`config.mk`:
```
export PLATFORM = sky130hd
export DESIGN_NAME = wb_cpu_bus_arbiter
export DESIGN_NICKNAME = d
export VERILOG_FILES = /design/src/rtl/wb_arb_pkg.sv /design/src/rtl/wb_arb_watchdog.sv /design/src/rtl/wb_cpu_bus_arbiter.sv
export SDC_FILE = /design/constraint.sdc
export NUM_CORES = 1
export LEC_CHECK = 0
export BUFFER_PORTS_ARGS = -buffer_cell sky130_fd_sc_hd__buf_2
export CORE_AREA = 2 2 129 131
export DETAILED_ROUTE_END_ITERATION = 10
export DIE_AREA = 0 0 131 133
export SKIP_LAST_GASP = 1
export SLEW_MARGIN = 20
export SYNTH_ARGS = -nofsm -noshare
export SYNTH_HDL_FRONTEND = slang
export SYNTH_SLANG_ARGS = --single-unit
export TNS_END_PERCENT = 20
```
`constraint.sdc`:
```
create_clock -name wb_clk -period 1.75 [get_ports wb_clk]
set_input_delay 0.0875 -clock wb_clk [delete_from_list [all_inputs] [get_ports wb_clk]]
set_output_delay 0.0875 -clock wb_clk [all_outputs]
set_load 0.005 [all_outputs]
```
`src/rtl/wb_arb_pkg.sv`:
```
// Shared types and constants for the CPU-side Wishbone arbiter.
package wb_arb_pkg;

  typedef enum logic [1:0] {
    IDLE  = 2'd0,
    GNT_I = 2'd1,
    GNT_D = 2'd2
  } arb_state_e;

  localparam logic GRANT_I = 1'b0;
  localparam logic GRANT_D = 1'b1;

  localparam logic [2:0] CTI_CLASSIC = 3'b000;
  localparam logic [2:0] CTI_INCR    = 3'b010;
  localparam logic [2:0] CTI_EOB     = 3'b111;

endpackage

```
`src/rtl/wb_arb_watchdog.sv`:
```
// Stall watchdog: counts strobe cycles without a slave response and
// produces a one-cycle abort, then blocks the strobe for one more cycle.
module wb_arb_watchdog #(
  parameter int TIMEOUT = 255
) (
  input  logic clk,
  input  logic rst_n,
  input  logic active,   // granted master has cyc&stb up
  input  logic resp,     // slave ack/err/rty this cycle
  output logic abort_o,  // one-cycle abort pulse
  output logic block_o   // strobe must be held low this cycle
);

  generate
    if (TIMEOUT == 0) begin : g_off
      assign abort_o = 1'b0;
      assign block_o = 1'b0;
    end else begin : g_on
      localparam int CW = $clog2(TIMEOUT + 1);
      localparam logic [CW-1:0] LIMIT = CW'(TIMEOUT - 1);

      logic [CW-1:0] cnt;
      logic          hold_q;
      logic          inc;

      // The hold cycle after an abort looks like stb=0, so it clears the count.
      assign inc     = active & ~hold_q & ~resp;
      assign abort_o = inc & (cnt == LIMIT);
      assign block_o = abort_o | hold_q;

      // Saturating stall counter and post-abort strobe hold.
      always_ff @(posedge clk or negedge rst_n) begin
        if (!rst_n) begin
          cnt    <= '0;
          hold_q <= 1'b0;
        end else begin
          hold_q <= abort_o;
          if (!inc || abort_o)       cnt <= '0;
          else if (cnt != {CW{1'b1}}) cnt <= cnt + 1'b1;
        end
      end
    end
  endgenerate

endmodule

```
`src/rtl/wb_cpu_bus_arbiter.sv`:
```
// Round-robin merge of the CPU ibus/dbus Wishbone masters onto one slave
// port. Grant is held for the whole cyc so bursts are never split.
module wb_cpu_bus_arbiter
  import wb_arb_pkg::*;
#(
  parameter int AW      = 32,
  parameter int DW      = 32,
  parameter int TIMEOUT = 255
) (
  input  logic            wb_clk,
  input  logic            wb_rst_n,
  input  logic [AW-1:0]   ibus_adr_i,
  input  logic [DW-1:0]   ibus_dat_i,
  input  logic [DW/8-1:0] ibus_sel_i,
  input  logic            ibus_we_i,
  input  logic            ibus_cyc_i,
  input  logic            ibus_stb_i,
  input  logic [2:0]      ibus_cti_i,
  input  logic [1:0]      ibus_bte_i,
  output logic [DW-1:0]   ibus_dat_o,
  output logic            ibus_ack_o,
  output logic            ibus_err_o,
  output logic            ibus_rty_o,
  input  logic [AW-1:0]   dbus_adr_i,
  input  logic [DW-1:0]   dbus_dat_i,
  input  logic [DW/8-1:0] dbus_sel_i,
  input  logic            dbus_we_i,
  input  logic            dbus_cyc_i,
  input  logic            dbus_stb_i,
  input  logic [2:0]      dbus_cti_i,
  input  logic [1:0]      dbus_bte_i,
  output logic [DW-1:0]   dbus_dat_o,
  output logic            dbus_ack_o,
  output logic            dbus_err_o,
  output logic            dbus_rty_o,
  output logic [AW-1:0]   s_adr_o,
  output logic [DW-1:0]   s_dat_o,
  output logic [DW/8-1:0] s_sel_o,
  output logic            s_we_o,
  output logic            s_cyc_o,
  output logic            s_stb_o,
  output logic [2:0]      s_cti_o,
  output logic [1:0]      s_bte_o,
  input  logic [DW-1:0]   s_dat_i,
  input  logic            s_ack_i,
  input  logic            s_err_i,
  input  logic            s_rty_i,
  output logic            timeout_o
);

  typedef struct packed {
    logic [AW-1:0]   adr;
    logic [DW-1:0]   dat;
    logic [DW/8-1:0] sel;
    logic            we;
    logic            cyc;
    logic            stb;
    logic [2:0]      cti;
    logic [1:0]      bte;
  } wb_req_t;

  wb_req_t    ireq, dreq, sreq;
  arb_state_e state_q, state_d;
  logic       last_q;
  logic       gnt_i, gnt_d;
  logic       active, resp, abort, block;

  assign ireq = '{adr: ibus_adr_i, dat: ibus_dat_i, sel: ibus_sel_i, we: ibus_we_i,
                  cyc: ibus_cyc_i, stb: ibus_stb_i, cti: ibus_cti_i, bte: ibus_bte_i};
  assign dreq = '{adr: dbus_adr_i, dat: dbus_dat_i, sel: dbus_sel_i, we: dbus_we_i,
                  cyc: dbus_cyc_i, stb: dbus_stb_i, cti: dbus_cti_i, bte: dbus_bte_i};

  // Grant state and round-robin history; last grant is recorded on entry.
  always_ff @(posedge wb_clk or negedge wb_rst_n) begin
    if (!wb_rst_n) begin
      state_q <= IDLE;
      last_q  <= GRANT_I;
    end else begin
      state_q <= state_d;
      if (state_q == IDLE && state_d == GNT_I)      last_q <= GRANT_I;
      else if (state_q == IDLE && state_d == GNT_D) last_q <= GRANT_D;
    end
  end

  // Next grant: ties go to whoever was not served last; release always via IDLE.
  always_comb begin
    state_d = state_q;
    unique case (state_q)
      IDLE: begin
        if (ibus_cyc_i && dbus_cyc_i) state_d = (last_q == GRANT_I) ? GNT_D : GNT_I;
        else if (ibus_cyc_i)          state_d = GNT_I;
        else if (dbus_cyc_i)          state_d = GNT_D;
      end
      GNT_I:   if (!ibus_cyc_i) state_d = IDLE;
      GNT_D:   if (!dbus_cyc_i) state_d = IDLE;
      default: state_d = IDLE;
    endcase
  end

  assign gnt_i = (state_q == GNT_I);
  assign gnt_d = (state_q == GNT_D);

  // Request mux: granted master passes straight through, nothing in IDLE.
  always_comb begin
    sreq = '0;
    if (gnt_i)      sreq = ireq;
    else if (gnt_d) sreq = dreq;
  end

  assign active  = sreq.cyc & sreq.stb;
  assign resp    = s_ack_i | s_err_i | s_rty_i;

  assign s_adr_o = sreq.adr;
  assign s_dat_o = sreq.dat;
  assign s_sel_o = sreq.sel;
  assign s_we_o  = sreq.we;
  assign s_cti_o = sreq.cti;
  assign s_bte_o = sreq.bte;
  assign s_cyc_o = sreq.cyc;
  assign s_stb_o = active & ~block;

  wb_arb_watchdog #(.TIMEOUT(TIMEOUT)) u_wdog (
    .clk     (wb_clk),
    .rst_n   (wb_rst_n),
    .active  (active),
    .resp    (resp),
    .abort_o (abort),
    .block_o (block)
  );

  // Response demux: only the granted master sees the slave; a watchdog abort
  // is reported as a bus error.
  assign ibus_ack_o = gnt_i & s_ack_i;
  assign ibus_err_o = gnt_i & (s_err_i | abort);
  assign ibus_rty_o = gnt_i & s_rty_i;
  assign dbus_ack_o = gnt_d & s_ack_i;
  assign dbus_err_o = gnt_d & (s_err_i | abort);
  assign dbus_rty_o = gnt_d & s_rty_i;

  assign ibus_dat_o = ibus_ack_o ? s_dat_i : '0;
  assign dbus_dat_o = dbus_ack_o ? s_dat_i : '0;
  assign timeout_o  = abort;

endmodule
```
# Word level (Yosys, flattened, before mapping)
# Cells that the tools add are included.
# totals
register_bits	12
output_inout_bits	147
# op_classes
addsub	1
eq_ne	6
mux	15
bitwise_logic	18
n_reduce_logical	8
# ops
operator	count
76-bit two-way mux	2
32-bit two-way mux	2
8-bit two-way mux	2
2-bit two-way mux	6
1-bit bitwise AND	11
8-bit by 1-bit adder with 8-bit output (second input constant)	1
8-bit == test (second input constant)	1
8-bit != test (second input constant)	1
2-bit one-hot mux with 3 select lines	1
2-bit by 1-bit == test with 1-bit output (second input constant)	2
2-bit == test (second input constant)	2
1-bit bitwise OR	4
2-bit nonzero test	2
1-bit logical AND	3
1-bit inverter	3
2-bit logical NOT	1
1-bit two-way mux	2
1-bit logical NOT	1
1-bit logical OR	1

# Logic depth before layout (Yosys ltp)
# Gate-level depths: netlist of the first run.
# depth
depth_word	10
mapped_depth	6

# By module
# A second synthesis of the first run with hierarchy kept.
# hier_totals
cells_unflattened	243
hier_area_um2	1930.6
# by_module_without_submodules
module	n_inst	cells_per_inst	area_per_inst_um2
wb_cpu_bus_arbiter	1	193	1420.1
wb_arb_watchdog	1	50	510.5

# Worst setup path after synthesis of the first run
# Ideal clock, no wire load.
# synth_path
path_kind	register to register
from	register u_wdog.g_on.cnt[0]
to	register u_wdog.g_on.cnt[5]
t_arrival_ps	1346
required_time_ps	1630
setup_slack_ps	284
stages_incl_launch_ff	7
period_less_slack_ps	1466
path_cell_list	dfrtp_1 ha_1 and3_1 buf_2 a211oi_1 xnor2_1 nor2_1
# synth_via
elab_chain_cells	4
word_cells_on_any_way	8
classes_between	1 x add/sub; 2 x eq/ne; 2 x mux; 1 x bitwise; 2 x reduce/logical
# synth_rtl
item	line_no	rtl
from (decl)	wb_arb_watchdog.sv:22	logic [CW-1:0] cnt;
from (signal assigned)	wb_arb_watchdog.sv:39	else if (cnt != {CW{1'b1}}) cnt <= cnt + 1'b1;
branches (longest 4 deep; another with 8-bit by 1-bit adder with 8-bit output)	-	
# Several ways; the timed one is not identified. The select of a mux whose other input is x is not followed.
# A chain may end at the register's enable or synchronous reset.

# Worst setup path in the final report of the first run
# layout_path
from	register state_q[1]
to	output ibus_err_o
# layout_via
elab_chain_cells	9
word_cells_on_any_way	10
classes_between	2 x eq/ne; 2 x mux; 6 x bitwise
# layout_rtl
item	line_no	rtl
from (decl)	wb_cpu_bus_arbiter.sv:63	arb_state_e state_q, state_d;
from (signal assigned)	wb_cpu_bus_arbiter.sv:79	state_q <= state_d;
2-bit == test	wb_cpu_bus_arbiter.sv:101	assign gnt_d = (state_q == GNT_D);
76-bit two-way mux	wb_cpu_bus_arbiter.sv:107	else if (gnt_d) sreq = dreq;
76-bit two-way mux	wb_cpu_bus_arbiter.sv:106	if (gnt_i) sreq = ireq;
1-bit bitwise AND	wb_cpu_bus_arbiter.sv:110	assign active = sreq.cyc & sreq.stb;
1-bit bitwise AND (2 in a row)	wb_arb_watchdog.sv:27	assign inc = active & ~hold_q & ~resp;
1-bit bitwise AND	wb_arb_watchdog.sv:28	assign abort_o = inc & (cnt == LIMIT);
1-bit bitwise OR	wb_cpu_bus_arbiter.sv:134	assign ibus_err_o = gnt_i & (s_err_i | abort);
1-bit bitwise AND (*)	wb_cpu_bus_arbiter.sv:134	
to (decl)	wb_cpu_bus_arbiter.sv:22	output logic ibus_err_o,
# Every way passes the cells marked *; elsewhere a longest branch is shown, timed or not.

==> results of run 1 <==
where the power goes:
part / switching, W / leakage (nW) / internal [W] / total, W
sequential: 0.0000239 / 0.161 / 0.000300 / 0.000324
combinational: 0.000914 / 2.51 / 0.000966 / 0.00188
clock: 0.000123 / 0.0442 / 0.000345 / 0.000468
total: 0.00106 / 2.71 / 0.00161 / 0.00267
logic make-up after synthesis:
group,share of synthesized area
AND/OR/NAND/NOR,0.343
AO/OA/AOI/OAI,0.397
buffers and inverters,0.0770
flip-flops,0.157
XOR/XNOR,0.0137
adder cells (fa/ha/maj),0.0131
what timing repair did:
item	CTS	global route
hold buffers	1	0
gates cloned	0	3
setup buffers	4	3
endpoints found under the hold margin	12	0
pin swaps	8	5
gates resized for setup	6	5
setup endpoints to repair	45	116
metal layers:
layer  wire [µm]  GRT usage  vias to the layer above  share of wire
met5          13          0                        -        0.00093
met4         113     0.0201                        2         0.0081
met3        1500     0.0421                        8           0.11
met2        6030      0.188                      192           0.43
met1        6300      0.188                     1570           0.45
li1            -          -                     1638              -
registers in the layout, indices dropped and copies added (netlist names):
name,flops
u_wdog.g_on.hold_q,1
state_q,2
last_q,1
u_wdog.g_on.cnt,8
cells in the final DEF, fill, tap and decap left out, types with 3 or more instances in the layout:
| master | instances |
|---|---|
| nand4_1 | 4 |
| buf_2 | 335 |
| and3_1 | 66 |
| a22o_1 | 74 |
| buf_4 | 14 |
| nor3_2 | 3 |
| nor2_1 | 9 |
| nand2_1 | 3 |
| nand3b_1 | 4 |
| a21oi_1 | 5 |
| and2_1 | 4 |
| buf_12 | 3 |
| clkbuf_16 | 6 |
| dfrtp_1 | 11 |
layout make-up:
cell class | count | area, µm²
clock buffer | 4 | 88.8
inverter | 3 | 11.3
fill | 1787 | 12000
multi-input combinational | 200 | 1510
sequential | 12 | 302
timing repair buffer | 359 | 1980
antenna | 1 | 2.50
tap | 220 | 275
metrics by stage:
stage / cell area (µm²) / setup slack (ns) / TNS, ns / total power [W] / cells
5_1_grt: 4160 / -0.128 / -3.91 / 0.00284 / 799
3_5_place_dp: 3890 / 0.107 / 0 / 0.00206 / 783
6_report: 4160 / -0.0182 / -0.138 / 0.00267 / 799
3_3_place_gp: 3890 / 0.109 / 0 / 0.00207 / 783
4_1_cts: 4040 / -0.0626 / -0.121 / 0.00258 / 792
2_1_floorplan: 1920 / 0.284 / 0 / 0.00112 / 247
worst max-delay path: stages (launching register included):
cell and delay, ns:
dfrtp_2 0.43, nand3b_1 0.23, a221oi_4 0.33, a31oi_2 0.16, nor3_2 0.16, buf_2 0.13
path summary, 6_finish.rpt:
| check | startpoint | end | cells past startpoint |
|---|---|---|---|
| worst max-delay path | state_q[1] | ibus_err_o | 5 |
| worst min-delay path | s_err_i | u_wdog.g_on.hold_q | 2 |
| worst max register to register | state_q[1] | u_wdog.g_on.cnt[2] | 6 |
| worst min register to register | last_q | state_q[1] | 1 |
| max in group asynchronous | wb_rst_n | state_q[1] | 2 |
| min in group asynchronous | wb_rst_n | u_wdog.g_on.cnt[6] | 2 |
cells in the mapped netlist, types with 2 or more instances:
cell type	n
buf_2	7
buf_1	3
nor3_2	2
nand4_1	4
nand3b_1	4
inv_1	2
and3_1	66
nor2_1	11
xnor2_1	2
a21oi_1	5
nand3_1	2
a22o_1	74
a31oi_1	3
nor3_1	3
and2_1	4
clkbuf_1	21
ha_1	2
dfrtp_1	12
nor2b_1	3
nand2_1	3
==> flow_metrics.py, run 1 <==
metrics = {
    "placement": {
        "gp_congestion": 0.826,
        "place_hpwl_um": 11100,
        "port_buffers": 335,
    },
    "floorplan": {
        "core_area_um2": 16200,
        "initial_utilization": 0.119,
        "dieWidth_um": 131,
        "num_io_pins": 336,
        "die-area_um2": 17400,
        "die_y_um": 133,
        "rows": 47,
    },
    "sta": {
        "post-route-period-util": 1.01,
        "rsz0062_at_grt": "yes",
        "finClkSkew_ns": 0.00150,
        "setup_ws_ns": -0.0182,
        "worst_slew_pin_slew_ns": 0.488,
        "max_slew_margin": 0.672,
        "max_freq_mhz": 566,
        "final_hold_viol_count": 0,
        "whs_ns": 0.0836,
        "finalSetupViolations": 19,
        "drv_slew": 0,
        "fin_crit_ns": 1.77,
    },
    "final_layout": {
        "drive_gt1_frac": 0.651,
        "nNetsFinal": 770,
        "finish.utilization": 0.257,
        "area_delta_synth_final_pct": 117,
    },
    "logic_synthesis": {
        "syn_inst": 247,
        "synth-edff-count": 0,
        "synth_area_um2": 1920,
        "synth_nets": 438,
        "synth_top_area_cell": "a22o_1",
        "yosys_warnings": 0,
        "syn_area_per_cell_um2": 7.76,
        "synth_seq_area_share": 0.157,
        "yosysUniqueCellTypes": 34,
        "synth_top_cell_area_share": 0.338,
        "synthTopCellsByArea": "a22o_1 34%, and3_1 22%, dfrtp_1 16%",
        "synth-async-reset-ratio": 1.00,
        "ys_ff_latch": 12,
        "synth_ff_type": "dfrtp_1",
    },
    "global_route": {
        "grt_pass1_vias": 2821,
        "grt_max_degree": 73,
        "antenna_found_initial": 5,
        "grt_overflow_total": 0,
        "grt_use_total": 0.129,
        "grt_pass1_wl_um": 17000,
    },
    "clock_network": {
        "clkTransAtPathRegs_ns": 0.04,
        "cts-root-buf": "clkbuf_16",
        "clkSinkCount": 12,
        "clkLatencyLatePin_ns": 0.24,
        "cts.htree.levels": 1,
        "numCtsBuffers": 3,
        "ctsLongestPathBuffers": 2,
        "cts_tree": "built",
    },
    "routing": {
        "post-route-drc-count": 0,
        "wl_per_cell_um": 17.5,
        "antenna_left": 0,
        "drt_iter0_markers": 154,
        "routed_via_density": 4.27,
        "dr.pass1.iters": 4,
        "postRouteWirelength_um": 14000,
        "vias": 3410,
    },
    "power": {
        "power_density_nw_per_um2": 642,
        "leakage_nw": 2.71,
        "peakVddDrop_mv": 0.800,
    },
    "setup_path": {
        "critPathMaxFanout": 6,
        "worstPathArrival_ns": 1.68,
        "startpoint_type": "flip-flop",
        "ff2ff_setup_slack_ns": 0.09,
        "worstPathRequired_ns": 1.66,
        "endpoint_kind": "output port",
        "path_class": "flip-flop to output port",
    },
    "run": {
        "maxCapViolCount": 0,
    },
    "run_status": {
        "outcome": "finished with violations",
        "violations": "negative setup slack",
    },
    "hold_path": {
        "hold_path_class": "primary input to flip-flop",
    },
}
Power figures use the tool's default switching activity.
==> run 2, diff against run 1 <==
--- a/config.mk
+++ b/config.mk
@@ -9,6 +9,7 @@
 export CORE_AREA = 2 2 129 131
 export DETAILED_ROUTE_END_ITERATION = 10
 export DIE_AREA = 0 0 131 133
+export REMOVE_ABC_BUFFERS = 1
 export SKIP_LAST_GASP = 1
 export SLEW_MARGIN = 20
 export SYNTH_ARGS = -nofsm -noshare
==> run 2 against run 1 <==
The run still ends with negative setup slack left. Global-route usage rose by 0.44 points. First-iteration DRC count up 31%. Critical path depth is the same. Count of clock-buffer cells in the layout decreased by 1. Maximum frequency down 3.5%. Setup slack got worse by 0.065 ns. Cell area up 0.66%. Flip-flop and latch count unchanged. Register-to-register slack improved by 0.08 ns. Via count is 2.3% higher. Largest power group unchanged. Highest routed layer is now met4.
==> flow_metrics.py, run 2 (synthesis results as in run 1) <==
metrics = {
    "placement": {
        "port_buffers": 335,
        "dpl_worst_slack_ns": 0.0507,
        "gp_congestion": 0.937,
        "place_hpwl_um": 10900,
    },
    "setup_path": {
        "crit_family": "compound AO/OA/AOI/OAI gates",
        "path_class": "flip-flop to output port",
        "cpMaxStageDelayCell": "dfrtp_2",
        "startpoint_type": "flip-flop",
        "cp_cell_sequence": "nand3b_1, a221oi_4, buf_4, a21boi_0, buf_2",
        "path_buf_inv": 2,
        "worstPathRequired_ns": 1.66,
        "crit_start": "state_q[1]",
        "endpoint_kind": "output port",
        "worstPathArrival_ns": 1.75,
        "ff2ff_setup_slack_ns": 0.17,
        "cp_slowest_stage_delay_ns": 0.43,
        "r2r_start": "state_q[1]",
        "critPathMaxFanout": 6,
    },
    "final_layout": {
        "largest_register_ffs": 8,
        "top_register": "u_wdog.g_on.cnt",
        "top_regs": "u_wdog.g_on.cnt: 8 flops, state_q: 2 flops",
        "nFillCells": 1824,
        "area_delta_synth_final_pct": 119,
        "drive_gt1_frac": 0.645,
        "multi_input_area_um2": 1500,
        "layout_commonest_cell": "buf_2",
        "nNetsFinal": 767,
        "mostFrequentLayoutCells": "335 x buf_2, 74 x a22o_1, 66 x and3_1",
        "register_area_um2": 302,
    },
    "power": {
        "power_density_nw_per_um2": 638,
        "power.total_w": 0.00268,
        "peakVddDrop_mv": 0.557,
        "leakage_nw": 2.71,
    },
    "floorplan": {
        "num_io_pins": 336,
        "die-area_um2": 17400,
        "die_y_um": 133,
        "core_area_um2": 16200,
        "rows": 47,
        "dieWidth_um": 131,
        "initial_utilization": 0.119,
    },
    "sta": {
        "fin_crit_ns": 1.83,
        "max_freq_mhz": 545,
        "drv_slew": 0,
        "finalSetupViolations": 2,
        "fin_tns_setup_ns": -0.129,
        "finClkSkew_ns": 0.000890,
        "post-route-period-util": 1.05,
        "rsz0062_at_grt": "yes",
        "max_slew_margin": 0.695,
        "whs_ns": 0.0606,
        "final_hold_viol_count": 0,
        "worst_slew_pin_slew_ns": 0.458,
        "setup_ws_ns": -0.0832,
    },
    "global_route": {
        "grt_pass1_wl_um": 17900,
        "grt_pass1_vias": 3013,
        "antenna_found_initial": 0,
        "grt_max_degree": 59,
        "grt_overflow_total": 0,
        "grt_use_total": 0.133,
    },
    "run_status": {
        "outcome": "finished with violations",
        "violations": "negative setup slack",
    },
    "routing": {
        "postRouteWirelength_um": 14200,
        "vias": 3487,
        "post-route-drc-count": 0,
        "wl_per_cell_um": 17.9,
        "routed_via_density": 4.39,
        "drt_iter0_markers": 201,
        "antenna_left": 0,
        "dr.pass1.iters": 5,
    },
    "clock_network": {
        "numCtsBuffers": 3,
        "cts-root-buf": "clkbuf_16",
        "ctsLongestPathBuffers": 2,
        "clkLatencyLatePin_ns": 0.24,
        "cts_tree": "built",
        "clkTransAtPathRegs_ns": 0.04,
        "clkSinkCount": 12,
        "cts.htree.levels": 1,
    },
    "run": {
        "maxCapViolCount": 0,
    },
    "hold_path": {
        "hold_path_class": "primary input to flip-flop",
        "min_from": "s_err_i",
    },
}
## run 2: cell count changes in the layout (fill, tap and decap cells not counted), sizes merged
cell and change:
buf -4
## run 2: final timing paths
| path | endpoint | cells past startpoint |
|---|---|---|
| worst max-delay path | s_stb_o | 5 |
| worst min-delay path | u_wdog.g_on.hold_q | 2 |
| worst max register to register | u_wdog.g_on.cnt[3] | 5 |
| worst min register to register | state_q[1] | 1 |
| max in group asynchronous | state_q[1] | 2 |
| min in group asynchronous | u_wdog.g_on.cnt[1] | 2 |
## run 2: cell type report
type	instances	area share
inverters	3	0.00269
clock buffers	3	0.0179
flip-flops and latches	12	0.0720
diodes	1	0.000597
repair buffers	356	0.484
well taps	220	0.0657
multi-input cells	200	0.357
## run 2: per-stage QoR
| step | instances | instance area, µm² | util |
|---|---|---|---|
| after floorplan | 215 | 1780 | - |
| after global placement | 780 | 3880 | 0.240 |
| after detailed placement | 780 | 3880 | 0.240 |
| after CTS | 789 | 4050 | 0.250 |
| after global routing | 794 | 4190 | 0.259 |
| final | 795 | 4190 | 0.259 |
## run 2: where the power goes
group / internal (W) / leakage, nW / switching [W]
Sequential: 0.000301 / 0.161 / 0.0000237
Clock: 0.000297 / 0.0370 / 0.000114
Combinational: 0.00102 / 2.52 / 0.000917
## run 2: repair_timing
item | in CTS | in global routing
gates resized for setup | 1 | 7
pin swaps | 1 | 2
gates cloned | 1 | 4
hold buffers | 1 | 0
endpoints found under the hold margin | 12 | 0
buffers inserted | 4 | 1
endpoints found under the setup margin | 104 | 101
## run 2: per-layer routing
| metal | wire length (µm) | GRT usage | vias up |
|---|---|---|---|
| met5 | 0 | 0 | - |
| met4 | 377 | 0.0420 | 0 |
| met3 | 1380 | 0.0230 | 32 |
| met2 | 6530 | 0.217 | 225 |
| met1 | 5930 | 0.178 | 1600 |
| li1 | - | - | 1630 |
==> run 3, diff against run 2 <==
--- a/config.mk
+++ b/config.mk
@@ -6,6 +6,7 @@
 export NUM_CORES = 1
 export LEC_CHECK = 0
 export BUFFER_PORTS_ARGS = -buffer_cell sky130_fd_sc_hd__buf_2
+export CAP_MARGIN = 5
 export CORE_AREA = 2 2 129 131
 export DETAILED_ROUTE_END_ITERATION = 10
 export DIE_AREA = 0 0 131 133
@@ -14,5 +15,6 @@
 export SLEW_MARGIN = 20
 export SYNTH_ARGS = -nofsm -noshare
 export SYNTH_HDL_FRONTEND = slang
+export SYNTH_HIERARCHICAL = 1
 export SYNTH_SLANG_ARGS = --single-unit
 export TNS_END_PERCENT = 20
==> run 3 against run 2 <==
The flow still finishes with violations (negative setup slack). Maximum frequency is 3.3% higher. Flip-flop and latch count stayed put. First-iteration DRC count is 1.0% lower. Via count is 0.14% higher. Sequential power is 2% lower. Routed wire length is 7.8% higher. Register-to-register slack better by 0.08 ns. Synthesized area is 0.72% higher. Critical path type unchanged.
==> flow_metrics.py, run 3 <==
metrics = {
    "setup_path": {
        "cpMaxStageDelayCell": "dfrtp_1",
        "ff2ff_setup_slack_ns": 0.25,
        "endpoint_kind": "output port",
        "worstPathRequired_ns": 1.66,
        "startpoint_type": "flip-flop",
        "crit_family": "buffers and inverters",
        "ff2ff_path_depth": 7,
        "cp_common_cell": "buf_6",
        "cp_slowest_stage_delay_ns": 0.39,
        "path_buf_inv": 5,
        "regToRegEndpoint": "u_wdog/g_on.cnt[0]",
        "path_class": "flip-flop to output port",
        "worstPathArrival_ns": 1.69,
        "critPathMaxFanout": 8,
        "cp_cell_sequence": "buf_6, nor2b_4, buf_12, buf_6, clkbuf_16, a22o_1, buf_2",
        "r2r_start": "state_q[1]",
    },
    "power": {
        "leakage_nw": 2.74,
        "p_sw_w": 0.00118,
        "seqPwrFrac": 0.109,
        "p_sw_frac": 0.403,
        "clockPowerShare": 0.143,
        "internal-power_w": 0.00174,
        "power_density_nw_per_um2": 672,
        "pwr-share-comb": 0.748,
        "peakVddDrop_mv": 0.318,
    },
    "sta": {
        "fin_crit_ns": 1.78,
        "max_freq_mhz": 563,
        "setup_ws_ns": -0.0251,
        "max_slew_margin": 0.698,
        "rsz0062_at_grt": "yes",
        "worst_slew_pin_slew_ns": 0.453,
        "finalSetupViolations": 19,
        "fin_tns_setup_ns": -0.128,
        "whs_ns": 0.116,
        "finClkSkew_ns": 0.000675,
        "drv_slew": 0,
        "post-route-period-util": 1.01,
        "final_hold_viol_count": 0,
    },
    "logic_synthesis": {
        "yosys_warnings": 6,
        "ys_ff_latch": 12,
        "synthTopCellsByArea": "a22o_1 34%, and3_1 21%, dfrtp_1 16%",
        "netlist_top_cells_count": "75 x a22o_1, 64 x and3_1, 16 x buf_2",
        "synth_ff_type": "dfrtp_1",
        "synth_seq_area_share": 0.156,
        "yosysUniqueCellTypes": 40,
        "yosysMostFrequentCell": "a22o_1",
        "synth-async-reset-ratio": 1.00,
        "synth_top_cell_area_share": 0.340,
        "synth-edff-count": 0,
        "synth_top_area_cell": "a22o_1",
        "syn_area_per_cell_um2": 7.94,
        "synth_area_um2": 1930,
        "syn_inst": 243,
    },
    "final_layout": {
        "mostFrequentLayoutCells": "334 x buf_2, 70 x a22o_1, 64 x and3_1",
        "layout_commonest_cell": "buf_2",
        "layoutNonFillerInstCount": 798,
        "largest_register_ffs": 8,
        "top_regs": "u_wdog/g_on.cnt: 8 flops, state_q: 2 flops",
        "top_register": "u_wdog/g_on.cnt",
        "drive_gt1_frac": 0.664,
        "design_area_um2": 4350,
        "area_delta_synth_final_pct": 125,
        "nNetsFinal": 770,
    },
    "global_route": {
        "antenna_found_initial": 1,
        "grt_max_degree": 67,
        "grt_pass1_wl_um": 18000,
        "grt_overflow_total": 0,
        "grt_use_met2": 0.233,
        "use_met3": 0.0340,
        "grt.met1_usage": 0.188,
        "top_usage_layer": "met2",
        "grt_use_total": 0.140,
        "grt_pass1_vias": 2870,
    },
    "clock_network": {
        "clkLatencyLatePin_ns": 0.24,
        "clkSinkCount": 12,
        "numCtsBuffers": 3,
        "cts_tree": "built",
        "cts.htree.levels": 1,
        "ctsLongestPathBuffers": 2,
        "cts-root-buf": "clkbuf_16",
        "clkTransAtPathRegs_ns": 0.04,
    },
    "routing": {
        "dr.pass1.iters": 4,
        "post-route-drc-count": 0,
        "routed_via_density": 4.38,
        "drt_iter0_markers": 199,
        "wl_per_cell_um": 19.2,
        "antenna_left": 0,
        "vias": 3492,
        "postRouteWirelength_um": 15300,
    },
    "placement": {
        "place_inst": 774,
        "gp_congestion": 0.775,
        "placed_area_um2": 3850,
        "place_hpwl_um": 11100,
        "port_buffers": 335,
    },
    "floorplan": {
        "num_io_pins": 336,
        "initial_utilization": 0.119,
        "rows": 47,
        "core_area_um2": 16200,
        "dieWidth_um": 131,
        "die-area_um2": 17400,
        "die_y_um": 133,
    },
    "run_status": {
        "outcome": "finished with violations",
        "violations": "negative setup slack",
    },
    "hold_path": {
        "min_from": "ibus_cyc_i",
        "hold_path_class": "primary input to flip-flop",
        "whs_path_depth": 2,
        "hold_end": "state_q[1]",
    },
    "run": {
        "maxCapViolCount": 0,
    },
}
[run 3: cell types whose count changed in the layout (fill, tap and decap cells not counted), moves of 3 or more]
cell,change
a22o_1,-4
nor2_1,-9
nor3_1,+3
nor3_2,-3
a22o_4,+5
nand4_1,-3
nand3b_1,-4
[run 3: per-layer routing]
metal | up-vias | share of wire
li1 | 1642 | -
met1 | 1614 | 0.42
met2 | 223 | 0.45
met3 | 11 | 0.12
met4 | 2 | 0.0057
met5 | - | 0.00085
[run 3: cell families (layout without fill, tap and decap cells)]
group | after synthesis | in the layout | synth area share
buffers and inverters | 34 | 368 | 0.0849
DFF | 12 | 12 | 0.156
and+or+nand+nor | 101 | 101 | 0.331
AOI/OAI and AO/OA | 93 | 93 | 0.411
muxes | 1 | 1 | 0.00518
other | 0 | 1 | 0
adders and majority gates | 2 | 2 | 0.0130
[run 3: worst max path at each step]
stage | from | endpoint | cells after the start
floorplan | state_q[1] | s_cyc_o | 2
global placement | state_q[0] | s_adr_o[20] | 5
detailed placement | state_q[1] | s_sel_o[0] | 5
CTS | state_q[1] | s_adr_o[20] | 5
global route | state_q[1] | s_bte_o[0] | 7
finish | state_q[0] | s_adr_o[2] | 7
[run 3: area by class of cell]
type                       count  area [µm²]
timing repair buffer         362        2140
tap                          220         275
clock buffer                   3        75.1
fill                        1761       11800
inverter                       3        11.3
antenna                        1        2.50
multi-input combinational    197        1540
sequential                    12         300
[run 3: stage by stage]
stage | power, W | worst slack [ns] | util
after floorplan | 0.00105 | -2.49 | -
after global placement | 0.00209 | 0.198 | 0.238
after detailed placement | 0.00208 | 0.177 | 0.238
after CTS | 0.00262 | -0.0423 | 0.248
after global routing | 0.00310 | -0.0550 | 0.269
final | 0.00292 | -0.0251 | 0.269
[run 3: power groups by stage]
| stage | Combinational, W | Clock (W) | Sequential [W] |
|---|---|---|---|
| after floorplan | 0.000731 | 0 | 0.000320 |
| after global placement | 0.00177 | 0 | 0.000318 |
| after detailed placement | 0.00176 | 0 | 0.000320 |
| after CTS | 0.00188 | 0.000422 | 0.000316 |
| after global routing | 0.00234 | 0.000440 | 0.000322 |
| final | 0.00218 | 0.000416 | 0.000319 |
[run 3: timing repair]
action,CTS,global route
buffers inserted,0,12
endpoints found under the hold margin,12,0
resized for setup,1,13
gates cloned,2,7
setup endpoints to repair,8,97
pin swaps,0,2
hold buffers,1,0
